File: src/rtl/conv_window_ctrl_if.sv
// rtl/conv_window_ctrl_if.sv - pixel-stream and window-presentation signals of the conv window controller
interface conv_window_ctrl_if #(
    parameter int CW = 5,
    parameter int RW = 5
);
    logic          pix_valid;
    logic          pix_ready;
    logic          rb_en;
    logic          win_valid;
    logic          win_ready;
    logic [RW-1:0] win_row;
    logic [CW-1:0] win_col;

    // Controller side: accepts pixels, presents windows.
    modport master (
        input  pix_valid,
        output pix_ready,
        output rb_en,
        output win_valid,
        input  win_ready,
        output win_row,
        output win_col
    );

    // Environment side: pixel source plus MAC array.
    modport slave (
        output pix_valid,
        input  pix_ready,
        input  rb_en,
        input  win_valid,
        output win_ready,
        input  win_row,
        input  win_col
    );
endinterface

File: src/rtl/conv_window_ctrl.sv
// rtl/conv_window_ctrl.sv - sliding-window sequencing controller; optional window counter under CONV_WIN_CNT_EN
module conv_window_ctrl #(
    parameter int IMG_W = 32,
    parameter int IMG_H = 32,
    parameter int K     = 5,
    parameter int CW    = $clog2(IMG_W),
    parameter int RW    = $clog2(IMG_H)
) (
    input  logic               clk,
    input  logic               rst,
    input  logic               start,
    conv_window_ctrl_if.master win,
    output logic               busy,
    output logic               frame_done
`ifdef CONV_WIN_CNT_EN
    ,
    output logic [15:0]        win_cnt
`endif
);

    typedef enum logic [1:0] {
        S_IDLE  = 2'd0,
        S_RUN   = 2'd1,
        S_DRAIN = 2'd2
    } state_t;

    localparam logic [CW-1:0] COL_LAST = CW'(IMG_W - 1);
    localparam logic [RW-1:0] ROW_LAST = RW'(IMG_H - 1);
    localparam logic [CW-1:0] COL_MIN  = CW'(K - 1);
    localparam logic [RW-1:0] ROW_MIN  = RW'(K - 1);

    state_t        state;
    logic [RW-1:0] row;
    logic [CW-1:0] col;
    logic          accept;
    logic          win_full;

    // A held, unconsumed window blocks the stream so its registers cannot shift.
    assign win.pix_ready = (state == S_RUN) && !(win.win_valid && !win.win_ready);
    assign accept        = win.pix_valid && win.pix_ready;
    assign win.rb_en     = accept;
    assign win_full      = (row >= ROW_MIN) && (col >= COL_MIN);
    assign busy          = (state != S_IDLE);

    // Frame sequencing, raster position tracking and window presentation.
    always_ff @(posedge clk) begin
        if (rst) begin
            state         <= S_IDLE;
            row           <= '0;
            col           <= '0;
            win.win_valid <= 1'b0;
            win.win_row   <= '0;
            win.win_col   <= '0;
            frame_done    <= 1'b0;
        end else begin
            frame_done <= 1'b0;
            case (state)
                S_IDLE: begin
                    if (start) begin
                        state <= S_RUN;
                        row   <= '0;
                        col   <= '0;
                    end
                end
                S_RUN: begin
                    if (accept) begin
                        if (col == COL_LAST) begin
                            col <= '0;
                            if (row == ROW_LAST) begin
                                state <= S_DRAIN;
                            end else begin
                                row <= row + 1'b1;
                            end
                        end else begin
                            col <= col + 1'b1;
                        end
                    end
                end
                S_DRAIN: begin
                    if (!win.win_valid || win.win_ready) begin
                        frame_done <= 1'b1;
                        state      <= S_IDLE;
                    end
                end
                default: state <= S_IDLE;
            endcase

            // The window registers shift on the same edge as the accept, so the
            // patch is complete one cycle later; coordinates use the pre-increment position.
            if (accept && win_full) begin
                win.win_valid <= 1'b1;
                win.win_row   <= row - ROW_MIN;
                win.win_col   <= col - COL_MIN;
            end else if (win.win_ready) begin
                win.win_valid <= 1'b0;
            end
        end
    end

`ifdef CONV_WIN_CNT_EN
    // Count consumed windows; value holds after frame end until the next start.
    always_ff @(posedge clk) begin
        if (rst) begin
            win_cnt <= '0;
        end else if (state == S_IDLE && start) begin
            win_cnt <= '0;
        end else if (win.win_valid && win.win_ready) begin
            win_cnt <= win_cnt + 16'd1;
        end
    end
`endif

endmodule
File: src/flat_wrapper.sv
// flat-port wrapper written by rule: the top's interface ports become plain ports
module conv_window_ctrl_flat 
#(
    parameter int IMG_W = 32,
    parameter int IMG_H = 32,
    parameter int K     = 5,
    parameter int CW    = $clog2(IMG_W),
    parameter int RW    = $clog2(IMG_H)
)
  (clk, rst, start, busy, frame_done, win_pix_valid, win_pix_ready, win_rb_en, win_win_valid, win_win_ready, win_win_row, win_win_col);
  conv_window_ctrl_if #(.CW(CW), .RW(RW)) win_i ();
  input  logic clk;
  input  logic rst;
  input  logic start;
  output logic busy;
  output logic frame_done;
  input wire logic [$bits(win_i.pix_valid)-1:0] win_pix_valid;
  output wire logic [$bits(win_i.pix_ready)-1:0] win_pix_ready;
  output wire logic [$bits(win_i.rb_en)-1:0] win_rb_en;
  output wire logic [$bits(win_i.win_valid)-1:0] win_win_valid;
  input wire logic [$bits(win_i.win_ready)-1:0] win_win_ready;
  output wire logic [$bits(win_i.win_row)-1:0] win_win_row;
  output wire logic [$bits(win_i.win_col)-1:0] win_win_col;
  assign win_i.pix_valid = win_pix_valid;
  assign win_pix_ready = win_i.pix_ready;
  assign win_rb_en = win_i.rb_en;
  assign win_win_valid = win_i.win_valid;
  assign win_i.win_ready = win_win_ready;
  assign win_win_row = win_i.win_row;
  assign win_win_col = win_i.win_col;
  conv_window_ctrl #(.IMG_W(IMG_W), .IMG_H(IMG_H), .K(K), .CW(CW), .RW(RW)) u_core (.clk(clk), .rst(rst), .start(start), .win(win_i), .busy(busy), .frame_done(frame_done));
endmodule
File: config.mk
export PLATFORM = sky130hd
export DESIGN_NAME = conv_window_ctrl_flat
export DESIGN_NICKNAME = d
export VERILOG_FILES = /design/src/rtl/conv_window_ctrl_if.sv /design/src/rtl/conv_window_ctrl.sv /design/src/flat_wrapper.sv
export SDC_FILE = /design/constraint.sdc
export NUM_CORES = 1
export LEC_CHECK = 0
export CAP_MARGIN = 20
export CORE_MARGIN = 2
export CORE_UTILIZATION = 56
export CTS_BUF_LIST = sky130_fd_sc_hd__clkbuf_4 sky130_fd_sc_hd__clkbuf_8 sky130_fd_sc_hd__clkbuf_16
export CTS_CLUSTER_DIAMETER = 200
export CTS_CLUSTER_SIZE = 10
export DETAILED_ROUTE_END_ITERATION = 12
export PLACE_DENSITY = 0.82
export RECOVER_POWER = 50
export SLEW_MARGIN = 20
export SYNTH_ARGS = -nofsm -noshare
export SYNTH_HDL_FRONTEND = slang
export SYNTH_SLANG_ARGS = --single-unit
File: constraint.sdc
create_clock -name clk -period 4.9 [get_ports clk]
set_input_delay 0.98 -clock clk [delete_from_list [all_inputs] [get_ports clk]]
set_output_delay 0.98 -clock clk [all_outputs]
set_load 0.03 [all_outputs]
==> results.py, run 1 <==
metrics = {
    "setup_path": {
        "critPathMaxStageDelay_ps": 670,
        "reg2reg_to": "u_core.col[3]",
        "end_kind": "output port",
        "cp_cell_sequence": "dlygate4sd3_1 -> nand2b_1 -> and3_1 -> clkdlybuf4s50_1",
        "startpoint_type": "primary input",
        "critPathTopFamily": "buffers and inverters",
        "worstPathMaxFanout": 5,
        "crit_slowest_cell": "clkdlybuf4s50_1",
        "r2r_slack_ps": 2390,
        "r2r_cells": 7,
        "reg2reg_from": "u_core.col[2]",
        "path_buf_inv": 2,
        "worstPathArrival_ps": 2580,
        "cp.required_ps": 3920,
        "crit_type": "in2out",
    },
    "synth": {
        "avgSynthCellArea_um2": 8.79,
        "synth_fp_nets": 164,
        "synthFlopType": "dfxtp_1",
        "synth_top_cell_area_share": 0.372,
        "postSynthCellCount": 147,
        "synthTopCellsByCount": "dfxtp_1, a21oi_1, ha_1, inv_1, nand3_1",
        "synth_edf_count": 0,
        "synth_seq_cells": 24,
        "ys_types": 38,
        "yosysMostFrequentCell": "dfxtp_1",
        "async_flop_share": 0,
        "synth_top_cell_by_area": "dfxtp_1",
        "synth.cell_area_um2": 1290,
        "seq_area_frac_synth": 0.372,
        "ys_top_cells_by_area": "dfxtp_1, ha_1, a21oi_1, nand2b_1, nand3_1",
        "yosys_warnings": 0,
    },
    "cells_and_area": {
        "design_area_um2": 1550,
        "drive_above_1_share": 0.0366,
        "layout-area-overhead-vs-synth_pct": 19.6,
        "antenna_cells": 0,
        "fin_nets": 182,
        "fillCellCount": 183,
    },
    "placed_design": {
        "globalplace.congestion": 0.774,
        "place_ws_ps": 1420,
        "hpwlAfterDp_um": 2030,
        "placed_area_um2": 1500,
        "io_buffers": 19,
    },
    "timing": {
        "setup-violations-final": 0,
        "grt_setup_unrepaired": "no",
        "fin_crit_sh": 0.727,
        "worst_pin_slew_ps": 947,
        "holdWs_ps": 477,
        "final_max_slew_viol_count": 0,
        "worst_slack_ps": 1340,
        "relSlewSlack": 0.367,
        "setup_tns_ps": 0,
        "skew_ps": 7.14,
        "fmax_mhz": 281,
        "period_needed_ps": 3560,
        "hold_viol_final": 0,
    },
    "grt": {
        "grt_max_degree": 28,
        "met2_usage": 0.352,
        "grt_pass1_vias": 1039,
        "groute.usage.overall": 0.222,
        "grt_antenna_before_repair": 0,
        "use_met1": 0.303,
        "grt_pass1_wl_um": 4590,
        "gr-usage-met3": 0.0316,
        "grt_remaining_overflow": 0,
        "busiest_layer": "met2",
    },
    "clock_network": {
        "post-cts-setup-buffers": 0,
        "root_buffer": "clkbuf_4",
        "cts-resized-gates": 0,
        "clk_path_buf_depth": 2,
        "clk_pin_slew_ps": 140,
        "clock_sinks": 24,
        "holdBufCountCts": 0,
        "cts_buffers": 3,
        "tritoncts": "built",
        "h-tree-depth": 1,
        "insertion_delay_ps": 320,
    },
    "detailed_routing": {
        "antenna_left": 0,
        "viasPerCell": 6.02,
        "first_iter_violations": 26,
        "via_count": 1155,
        "routedWlPerCell_um": 14.2,
        "firstDrtPassIters": 4,
        "wl_um": 2730,
        "drc_errors": 0,
    },
    "outcome": {
        "status": "completed",
    },
    "worst_hold_path": {
        "hold_path_depth": 2,
        "holdPathEnd": "u_core.win.win_row[2]",
        "hp-class": "reg2reg",
        "holdCritStartpoint": "u_core.win.win_row[2]",
    },
    "power": {
        "finalPower_w": 0.000371,
        "power.density_nw_per_um2": 240,
        "ir_worst_vdd_v": 0.000216,
        "leakage_nw": 0.586,
    },
    "die": {
        "core-area_um2": 2190,
        "fp-row-count": 17,
        "num_io_pins": 20,
        "start_util": 0.590,
        "die_area_um2": 2710,
        "dieHeight_um": 52.0,
        "die_w_um": 52.0,
    },
    "run": {
        "max-cap-violations": 0,
    },
}
where the power goes:
group | internal (W) | switching (W)
clock | 0.0000826 | 0.0000627
sequential | 0.000196 | 0.00000151
combinational | 0.0000114 | 0.0000163
cell type report:
| type | instances | area (um2) | share of cell area |
|---|---|---|---|
| multi-input cells | 105 | 738 | 0.478 |
| flip-flops and latches | 24 | 480 | 0.311 |
| repair buffers | 20 | 198 | 0.128 |
| inverters | 11 | 41.3 | 0.0267 |
| well taps | 28 | 35.0 | 0.0227 |
| clock inverters | 1 | 30.0 | 0.0194 |
| clock buffers | 3 | 22.5 | 0.0146 |
worst max path at each step:
stage                        startpoint       endpoint  depth (start not counted)
after floorplan           win_win_ready  win_pix_ready                          2
after global placement    win_win_ready      win_rb_en                          4
after detailed placement  win_win_ready      win_rb_en                          4
after CTS                 win_win_ready      win_rb_en                          4
after global routing      win_win_ready      win_rb_en                          4
final                     win_win_ready      win_rb_en                          4
per-stage QoR:
step | util | cells
floorplan | - | 147
global placement | 0.682 | 188
detailed placement | 0.682 | 188
CTS | 0.706 | 192
global route | 0.705 | 192
finish | 0.705 | 192
state kept, by name (all words and copies together), names as in the netlist:
name                  flops
u_core.col                5
u_core.frame_done         1
u_core.row                5
u_core.state              2
u_core.win.win_col        5
u_core.win.win_row        5
u_core.win.win_valid      1
cell families after synthesis:
family	count (synthesis)	synth area share
AO/OA/AOI/OAI	43	0.218
AND/OR/NAND/NOR	46	0.210
buffers and inverters	18	0.0552
multiplexers	2	0.0155
flip-flops	24	0.372
adder cells (fa/ha/maj)	12	0.116
XOR/XNOR	2	0.0136
layout by cell type, fill, tap and decap left out, drive strengths merged, types with 5 or more instances in the layout:
master	count
clkdlybuf4s50	13
a21oi	16
o21ai	8
ha	12
dfxtp	24
nand2b	8
dlygate4sd3	6
nand3	9
a211oi	5
inv	11
nand2	5
o31ai	5
tightest hold or removal path, delay by kind of cell, from the launching register on:
kind | cells | cell delay, ps
AOI/OAI and AO/OA | 1 | 60
DFF | 1 | 330
and+or+nand+nor | 1 | 60
metal layers:
metal  vias up  wire length [um]  part of all wire
li1        566                 -                 -
met1       561              1320              0.48
met2        26              1290              0.47
met3         2               101             0.037
met4         0                16            0.0059
met5         -                 0                 0
(Power assumes the default switching activity.)
==> run 2, diff against run 1 <==
Settings changed: CORE_UTILIZATION 56 to 47, PLACE_DENSITY 0.82 to 0.73.
Clock period 4.9 ns to 2.9 ns, I/O delays scaled along.
==> results.py, run 2 (synthesis results as in run 1) <==
metrics = {
    "clock_network": {
        "cts-resized-gates": 0,
        "root_buffer": "clkbuf_4",
        "holdBufCountCts": 0,
        "insertion_delay_ps": 310,
        "tritoncts": "built",
        "cts_buffers": 3,
        "clk_pin_slew_ps": 130,
        "clock_sinks": 24,
        "post-cts-setup-buffers": 0,
        "clk_path_buf_depth": 2,
        "h-tree-depth": 1,
    },
    "setup_path": {
        "r2r_slack_ps": 410,
        "worstPathMaxFanout": 5,
        "crit_type": "in2out",
        "reg2reg_from": "u_core.col[2]",
        "r2r_cells": 7,
        "reg2reg_to": "u_core.col[3]",
        "cp.required_ps": 2320,
        "startpoint_type": "primary input",
        "worstPathArrival_ps": 2120,
        "end_kind": "output port",
    },
    "timing": {
        "setup_tns_ps": 0,
        "period_needed_ps": 2700,
        "hold_viol_final": 0,
        "grt_setup_unrepaired": "no",
        "fin_crit_sh": 0.930,
        "fmax_mhz": 371,
        "relSlewSlack": 0.652,
        "setup-violations-final": 0,
        "holdWs_ps": 474,
        "worst_pin_slew_ps": 521,
        "final_max_slew_viol_count": 0,
        "skew_ps": 8.40,
    },
    "detailed_routing": {
        "drc_errors": 0,
        "antenna_left": 0,
        "viasPerCell": 5.78,
        "wl_um": 2900,
        "first_iter_violations": 17,
        "routedWlPerCell_um": 14.8,
        "via_count": 1133,
        "firstDrtPassIters": 4,
    },
    "die": {
        "num_io_pins": 20,
        "dieHeight_um": 56.4,
        "core-area_um2": 2690,
        "start_util": 0.481,
        "die_w_um": 56.4,
        "die_area_um2": 3190,
        "fp-row-count": 19,
    },
    "placed_design": {
        "io_buffers": 19,
        "globalplace.congestion": 0.859,
        "hpwlAfterDp_um": 2210,
        "dp_cells": 192,
    },
    "worst_hold_path": {
        "hp-class": "reg2reg",
        "holdCritStartpoint": "u_core.win.win_col[2]",
        "holdPathEnd": "u_core.win.win_col[2]",
        "hold_path_depth": 1,
    },
    "grt": {
        "grt_antenna_before_repair": 0,
        "grt_pass1_wl_um": 5000,
        "grt_remaining_overflow": 0,
        "grt_pass1_vias": 1078,
        "grt_max_degree": 15,
        "groute.usage.overall": 0.197,
    },
    "cells_and_area": {
        "antenna_cells": 0,
        "final_cell_mix": "dfxtp_1, a21oi_1, ha_1",
        "layout-area-overhead-vs-synth_pct": 20.4,
        "stdcell_count": 196,
        "register_area_um2": 480,
        "fillCellCount": 260,
        "multi_input_area_um2": 738,
        "drive_above_1_share": 0.0424,
        "mostFrequentLayoutCell": "dfxtp_1",
        "fin_nets": 183,
    },
    "power": {
        "power.density_nw_per_um2": 402,
        "ir_worst_vdd_v": 0.000298,
        "leakage_nw": 0.604,
    },
    "run": {
        "max-cap-violations": 0,
    },
    "outcome": {
        "status": "completed",
    },
}
run 2: cell types whose count changed in the layout (fill, tap and decap cells not counted), sizes merged:
cell,before,now
clkdlybuf4s50,13,10
dlygate4sd3,6,9
buf,1,2
run 2: worst max path at each step:
stage                        startpoint             to  slack (ps)  cells past startpoint
after global routing      win_win_ready  win_pix_ready         150                      4
after detailed placement  win_win_ready      win_rb_en         220                      4
after floorplan           u_core.col[2]  u_core.col[3]         690                      7
final                     win_win_ready      win_rb_en         200                      4
after CTS                 win_win_ready      win_rb_en         220                      4
after global placement    win_win_ready      win_rb_en         250                      4
run 2: critical path: stages:
cell and delay (ps):
clkdlybuf4s50_1 480, nand2b_1 190, and3_1 200, clkdlybuf4s50_1 670
run 2: stage by stage:
stage	area [um2]	util	setup WS (ps)	total power, W
floorplan	1290	-	689	0.000373
global placement	1510	0.561	249	0.000389
detailed placement	1510	0.561	223	0.000390
CTS	1560	0.580	216	0.000632
global route	1560	0.579	150	0.000641
finish	1560	0.579	204	0.000625
run 2: final cells by class:
class,count,share of cell area
clock buffers,3,0.0145
clock inverters,1,0.0193
inverters,11,0.0265
multi-input cells,105,0.474
flip-flops and latches,24,0.309
well taps,31,0.0249
repair buffers,21,0.132
run 2: routing by layer:
layer,wire length [um],vias up,global-route usage
met5,0,-,0
met4,18,0,0.0578
met3,65,2,0.0253
met2,1500,12,0.344
met1,1320,548,0.250
li1,-,571,-
run 2: power by group:
| group | switching, W | total (W) | internal (W) | leakage (nW) |
|---|---|---|---|---|
| clock network | 0.000103 | 0.000242 | 0.000140 | 0.0279 |
| logic | 0.0000284 | 0.0000487 | 0.0000202 | 0.382 |
| registers | 0.00000286 | 0.000334 | 0.000331 | 0.194 |
| total | 0.000134 | 0.000625 | 0.000491 | 0.604 |
